===== src/rtl/hmc_token_pkg.sv =====
// ============================================================================
// Module   : hmc_token_pkg
// Purpose  : Shared constants, token count type and FPW legality check for
//            the HMC TX token controller.
// Revision : 1.0
// ============================================================================
`default_nettype none

package hmc_token_pkg;

   localparam int RTC_WIDTH   = 5;
   localparam int MAX_TOKEN_W = 10;

   typedef logic [MAX_TOKEN_W-1:0] token_cnt_t;

   function automatic bit fpw_legal(input int fpw);
      return (fpw == 2) || (fpw == 4) || (fpw == 6) || (fpw == 8);
   endfunction

endpackage

`default_nettype wire


===== src/rtl/hmc_rtc_sum.sv =====
// ============================================================================
// Module   : hmc_rtc_sum
// Purpose  : Return stage: registered masked sum of per-FLIT RTC token counts.
// Revision : 1.0
// ============================================================================
`default_nettype none

module hmc_rtc_sum
   import hmc_token_pkg::*;
#(
   parameter int FPW   = 4,
   parameter int OUT_W = 11
) (
   input  logic                       clk,
   input  logic                       res_n,
   input  logic                       clr,
   input  logic [FPW-1:0]             rtc_valid,
   input  logic [FPW*RTC_WIDTH-1:0]   rtc_tokens,
   output logic [OUT_W-1:0]           sum_q
);

   logic [OUT_W-1:0] sum_d;

   always_comb begin
      sum_d = '0;
      for (int i = 0; i < FPW; i++) begin
         if (rtc_valid[i]) begin
            sum_d = sum_d + OUT_W'(rtc_tokens[i*RTC_WIDTH +: RTC_WIDTH]);
         end
      end
      // A reload discards whatever returns were in flight.
      if (clr) begin
         sum_d = '0;
      end
   end

   always_ff @(posedge clk or negedge res_n) begin
      if (!res_n) begin
         sum_q <= '0;
      end else begin
         sum_q <= sum_d;
      end
   end

endmodule

`default_nettype wire


===== src/rtl/hmc_tx_token_ctrl.sv =====
// ============================================================================
// Module   : hmc_tx_token_ctrl
// Purpose  : HMC TX flow-control credit manager; optional occupancy monitor
//            enabled by defining HMC_TOKEN_MON_EN.
// Revision : 1.0
// ============================================================================
`default_nettype none

module hmc_tx_token_ctrl
   import hmc_token_pkg::*;
#(
   parameter int FPW                = 4,
   parameter int LOG_FPW            = 2,
   parameter int LOG_MAX_HMC_TOKENS = 10
) (
   input  logic                          clk,
   input  logic                          res_n,
   input  logic [LOG_MAX_HMC_TOKENS-1:0] cfg_init_tokens,
   input  logic                          init_load,
   input  logic                          req_valid,
   input  logic [LOG_FPW:0]              req_flits,
   output logic                          req_ready,
   input  logic [FPW-1:0]                rtc_valid,
   input  logic [FPW*RTC_WIDTH-1:0]      rtc_tokens,
   output logic [LOG_MAX_HMC_TOKENS-1:0] tokens_avail,
   output logic                          tokens_low,
   output logic                          err_overflow,
   output logic                          err_illegal_req,
   input  logic                          err_clear,
   output logic [LOG_MAX_HMC_TOKENS-1:0] mon_tokens_min,
   output logic [31:0]                   mon_stall_cycles
);

   localparam int TW = LOG_MAX_HMC_TOKENS;
   localparam int SW = LOG_MAX_HMC_TOKENS + 1;
   localparam int NW = LOG_MAX_HMC_TOKENS + 2;
   localparam logic [LOG_FPW:0] FPW_L = FPW[LOG_FPW:0];
   localparam logic [TW-1:0]    FPW_T = FPW[TW-1:0];

   if (!fpw_legal(FPW)) begin : g_fpw_check
      $error("hmc_tx_token_ctrl: FPW must be 2, 4, 6 or 8");
   end

   logic [TW-1:0] cnt_q, cnt_d;
   logic [TW-1:0] ceil_q, ceil_d;
   logic          err_ovf_q, err_ovf_d;
   logic          err_ill_q, err_ill_d;
   logic [SW-1:0] ret_sum_q;
   logic [TW-1:0] req_flits_ext;
   logic [TW-1:0] debit;
   logic [NW-1:0] n_full;
   logic          illegal;
   logic          ovf_set;

   hmc_rtc_sum #(
      .FPW   (FPW),
      .OUT_W (SW)
   ) u_rtc_sum (
      .clk        (clk),
      .res_n      (res_n),
      .clr        (init_load),
      .rtc_valid  (rtc_valid),
      .rtc_tokens (rtc_tokens),
      .sum_q      (ret_sum_q)
   );

   assign req_flits_ext = TW'(req_flits);
   assign illegal       = (req_flits > FPW_L);
   // Grant looks only at the settled count; in-flight returns are ignored.
   assign req_ready     = !illegal && (cnt_q >= req_flits_ext);
   assign tokens_avail  = cnt_q;
   assign tokens_low    = (cnt_q < FPW_T);
   assign err_overflow    = err_ovf_q;
   assign err_illegal_req = err_ill_q;

   always_comb begin
      debit   = '0;
      cnt_d   = cnt_q;
      ceil_d  = ceil_q;
      ovf_set = 1'b0;
      if (req_valid && req_ready && !init_load) begin
         debit = req_flits_ext;
      end
      n_full = NW'(cnt_q) - NW'(debit) + NW'(ret_sum_q);
      if (init_load) begin
         cnt_d  = cfg_init_tokens;
         ceil_d = cfg_init_tokens;
      end else if (n_full > NW'(ceil_q)) begin
         cnt_d   = ceil_q;
         ovf_set = 1'b1;
      end else begin
         cnt_d = n_full[TW-1:0];
      end
      err_ovf_d = (err_ovf_q && !err_clear) || ovf_set;
      err_ill_d = (err_ill_q && !err_clear) || (req_valid && illegal);
   end

   always_ff @(posedge clk or negedge res_n) begin
      if (!res_n) begin
         cnt_q     <= '0;
         ceil_q    <= '0;
         err_ovf_q <= 1'b0;
         err_ill_q <= 1'b0;
      end else begin
         cnt_q     <= cnt_d;
         ceil_q    <= ceil_d;
         err_ovf_q <= err_ovf_d;
         err_ill_q <= err_ill_d;
      end
   end

`ifdef HMC_TOKEN_MON_EN
   logic [TW-1:0] mon_min_q, mon_min_d;
   logic [31:0]   mon_stall_q, mon_stall_d;

   always_comb begin
      mon_min_d   = mon_min_q;
      mon_stall_d = mon_stall_q;
      if (init_load) begin
         mon_min_d   = cfg_init_tokens;
         mon_stall_d = '0;
      end else begin
         if (cnt_d < mon_min_q) begin
            mon_min_d = cnt_d;
         end
         if (req_valid && !req_ready && !illegal && (mon_stall_q != '1)) begin
            mon_stall_d = mon_stall_q + 32'd1;
         end
      end
   end

   always_ff @(posedge clk or negedge res_n) begin
      if (!res_n) begin
         mon_min_q   <= '1;
         mon_stall_q <= '0;
      end else begin
         mon_min_q   <= mon_min_d;
         mon_stall_q <= mon_stall_d;
      end
   end

   assign mon_tokens_min   = mon_min_q;
   assign mon_stall_cycles = mon_stall_q;
`else
   assign mon_tokens_min   = '0;
   assign mon_stall_cycles = '0;
`endif

endmodule

`default_nettype wire


===== config.mk =====
export PLATFORM = sky130hd
export DESIGN_NAME = hmc_tx_token_ctrl
export DESIGN_NICKNAME = d
export VERILOG_FILES = /design/src/rtl/hmc_token_pkg.sv /design/src/rtl/hmc_rtc_sum.sv /design/src/rtl/hmc_tx_token_ctrl.sv
export SDC_FILE = /design/constraint.sdc
export NUM_CORES = 1
export LEC_CHECK = 0
export ABC_AREA = 0
export ABC_CLOCK_PERIOD_IN_PS = 12100
export CORE_MARGIN = 10
export CORE_UTILIZATION = 40
export CTS_CLUSTER_DIAMETER = 80
export DETAILED_ROUTE_END_ITERATION = 6
export DONT_BUFFER_PORTS = 1
export REMOVE_ABC_BUFFERS = 1
export SYNTH_ARGS = -nofsm -noshare
export SYNTH_HDL_FRONTEND = slang
export SYNTH_SLANG_ARGS = --single-unit

===== constraint.sdc =====
create_clock -name clk -period 12.1 [get_ports clk]
set_input_delay 1.21 -clock clk [delete_from_list [all_inputs] [get_ports clk]]
set_output_delay 1.21 -clock clk [all_outputs]
set_load 0.05 [all_outputs]

==> reports/metrics.cfg <==
[hold_path]
min-delay-start=ceil_q[7]$_DFFE_PN0P_
hold_class=reg -> reg
hold_path_depth=2
whs_endpoint=tokens_avail[7]$_DFF_PN0_

[place]
dp_hpwl_um=5838
pre_cts_ws_ps=4601
port_buffers=0
dpl.cell_count=462
place_congestion=0.8040

[detailed_routing]
first_iter_violations=65
routed_wl_um=6870
vias=2289
wl_per_cell_um=14.62
first_pass_iters=4
viasPerCell=4.870
drc_errors=0
antenna_left=0

[pwr]
p_leak_nw=1.651
power_frac_seq_pct=28.1
p_int_mw=0.3913
netSwitchingPower_mw=0.4189
p_comb_share_pct=60.3
p_per_area_nw_per_um2=252.8
pwr-share-clk_pct=11.6
irDropWorstVdd_v=0.00006630
swShare_pct=51.71
total_power_mw=0.8102

[layout]
nNetsFinal=454
finalNonFillerCells=470
diodes=0
syn2layout_area_growth_pct=1.225
drive_gt1_share_pct=4.348

[synthesis]
yosys.area_share.simple_pct=13.04
synth_mux_area_share_pct=5.889
syn_avg_cell_area_um2=8.579
synth-main-ff-cell=dfrtp_1
synthAdderAreaFrac_pct=18.97
ys_seq_area_share_pct=23.72
ys_types=50
syn_inst=369
synth_compound_area_share_pct=15.61
ys_ff_latch=30
synth_warnings=0
synthesis.area_um2=3166
ys_async_sr_fraction_pct=100.0
synth_xor_area_share_pct=6.877
synth_top_family_by_area=adder cells
synth_edf_count=0

[floorplanning]
rows=32
die_area_um2=11870
die_x_um=109.0
die_height_um=109.0
initial_core_util_pct=40.97
coreArea_um2=7727
io_pins=98

[clock_network]
clock_path_buffers=2
clkSlewWorstSetupHoldPaths_ps=60
cts-resized-gates=0
numClockSinks=30
clk_latency_ps=280
cts_buffers=5
hold_buffers=0
h-tree-depth=2
post_cts_buffers=0
cts_root_buf=clkbuf_8
tritoncts=yes

[sta]
fin_crit_sh_pct=61.31
fin_ws_ps=4682
maxSlewViolCount=0
hold_slack_ps=549.0
slew_headroom_pct=20.84
finalSetupViolCount=0
fmax_ghz=0.1348
period_minus_slack_ps=7418
finClkSkew_ps=3.287
rsz0062_at_grt=no
hold_viol_final=0
fin_setup_tns_ps=0
tightest_slew_ps=1185

[setup_path]
cp-start-kind=register
critPathKind=reg -> reg
endpoint_kind=register
worstPathRequired_ps=12260
worstPathArrival_ps=7580
critical_path_peak_fanout=11
reg2reg_slack_ps=4680
r2r_end=tokens_avail[8]$_DFF_PN0_
rr_worst_depth=22
worstReg2RegStart=tokens_avail[6]$_DFF_PN0_

[grt]
grtUsageTotal_pct=12.03
grt_max_degree=40
grt_pass1_vias=2519
grt_pass1_wl_um=11690
grt_antenna_before_repair=0
globalRoute.totalOverflow=0

[job]
cap_violations=0

[status]
status=complete, no violations

cells in the final DEF (no fill, tap or decap), types with 2 or more instances in the layout:
cell      instances
and2_1            4
nor3_1            2
xor2_1            8
nor2_1           22
o211a_1           2
conb_1           42
o31ai_1           2
clkbuf_8          8
o22ai_1           3
dfrtp_1          30
o21a_1            5
nand2b_1          6
a31oi_1           2
nand2_1          22
o21ai_0          26
nor4_1            2
a21o_1            8
nand3_1           3
xnor2_1          15
ha_1             40
a211oi_1          2
inv_1            39
fa_1              5
a21oi_1          17
nor2b_1           7
mux2_2            4
o21ai_1           9
mux2i_1          13
state kept, by name, indices dropped and copies added, names as in the netlist:
| signal | flops |
|---|---|
| ceil_q | 10 |
| tokens_avail | 10 |
| u_rtc_sum.sum_q | 8 |
| err_overflow | 1 |
| err_illegal_req | 1 |
stage by stage:
stage          utilization, %  cell area, µm²
2_1_floorplan               -            2967
3_3_place_gp            40.04            3094
3_5_place_dp            40.04            3094
4_1_cts                 41.47            3204
5_1_grt                 41.47            3204
6_report                41.47            3204
worst max-delay path, stage by stage (launching register included):
cell       delay (ps)
dfrtp_1           630
or4_4             670
or4_1             490
o31a_1            510
and3_1            300
nand2_1            70
ha_1              260
a21oi_1           160
nand2_1           150
nor3_1            380
xor2_1            260
ha_1              310
o21a_1            190
o21ai_0           140
a31oi_1            80
o21ai_0           220
xnor2_1           180
ha_1              300
a2111oi_0         370
a21oi_1           140
a211oi_2          980
nand2_1           140
mux2_1            350
area by class of cell:
class                           instances  area (µm²)
Multi-Input combinational cell        291        2069
Clock buffer                            8       110.1
Sequential cell                        30       750.7
Inverter                               39       146.4
Tap cell                              102       127.6
Fill cell                             795        4523
synth_stat cells, types with 4 or more instances:
master | instances | area share, %
xor2_1 | 8 | 2.2
a21oi_1 | 17 | 2.7
nor2_1 | 22 | 2.6
clkbuf_1 | 7 | 0.83
nand2_1 | 22 | 2.6
dfrtp_1 | 30 | 24
o21ai_0 | 26 | 4.1
o21a_1 | 5 | 1.2
ha_1 | 40 | 16
fa_1 | 5 | 3.2
mux2_2 | 4 | 1.4
nor2b_1 | 7 | 1.4
a21o_1 | 8 | 1.9
xnor2_1 | 15 | 4.2
and2_1 | 4 | 0.79
inv_1 | 39 | 4.6
nand2b_1 | 6 | 1.2
mux2i_1 | 13 | 4.1
o21ai_1 | 9 | 1.4
buf_4 | 42 | 10
cells by family after synthesis:
group | count (synthesis)
other cells | 1
buf+inv | 89
flops | 30
simple gates | 80
xor+xnor | 24
fa+ha+maj | 45
compound gates | 82
mux | 18
power by group through the flow:
stage          combinational [mW]  clock, mW  sequential [mW]
6_report                    0.489     0.0942            0.227
5_1_grt                     0.557      0.104            0.233
4_1_cts                     0.491     0.0971            0.228
3_5_place_dp                0.485          0            0.230
3_3_place_gp                0.479          0            0.229
2_1_floorplan               0.398          0            0.216
worst max path at each step:
stage | start | end | slack, ps | depth (start not counted)
after floorplan | req_flits[0] | tokens_avail[8]$_DFF_PN0_ | 5390 | 25
after global placement | tokens_avail[6]$_DFF_PN0_ | tokens_avail[8]$_DFF_PN0_ | 4830 | 23
after detailed placement | req_flits[0] | tokens_avail[8]$_DFF_PN0_ | 4600 | 25
after CTS | tokens_avail[6]$_DFF_PN0_ | tokens_avail[8]$_DFF_PN0_ | 4630 | 22
after global routing | tokens_avail[6]$_DFF_PN0_ | tokens_avail[8]$_DFF_PN0_ | 4190 | 23
final | tokens_avail[6]$_DFF_PN0_ | tokens_avail[8]$_DFF_PN0_ | 4680 | 22
routing by layer:
metal	routed length [µm]	global-route usage (%)	up-vias
met1	2896	13.60	1034
li1	-	-	1163
met2	3070	19.97	87
met5	0	0	-
met4	51	2.542	0
met3	851	6.077	5
(Power assumes the default switching activity.)
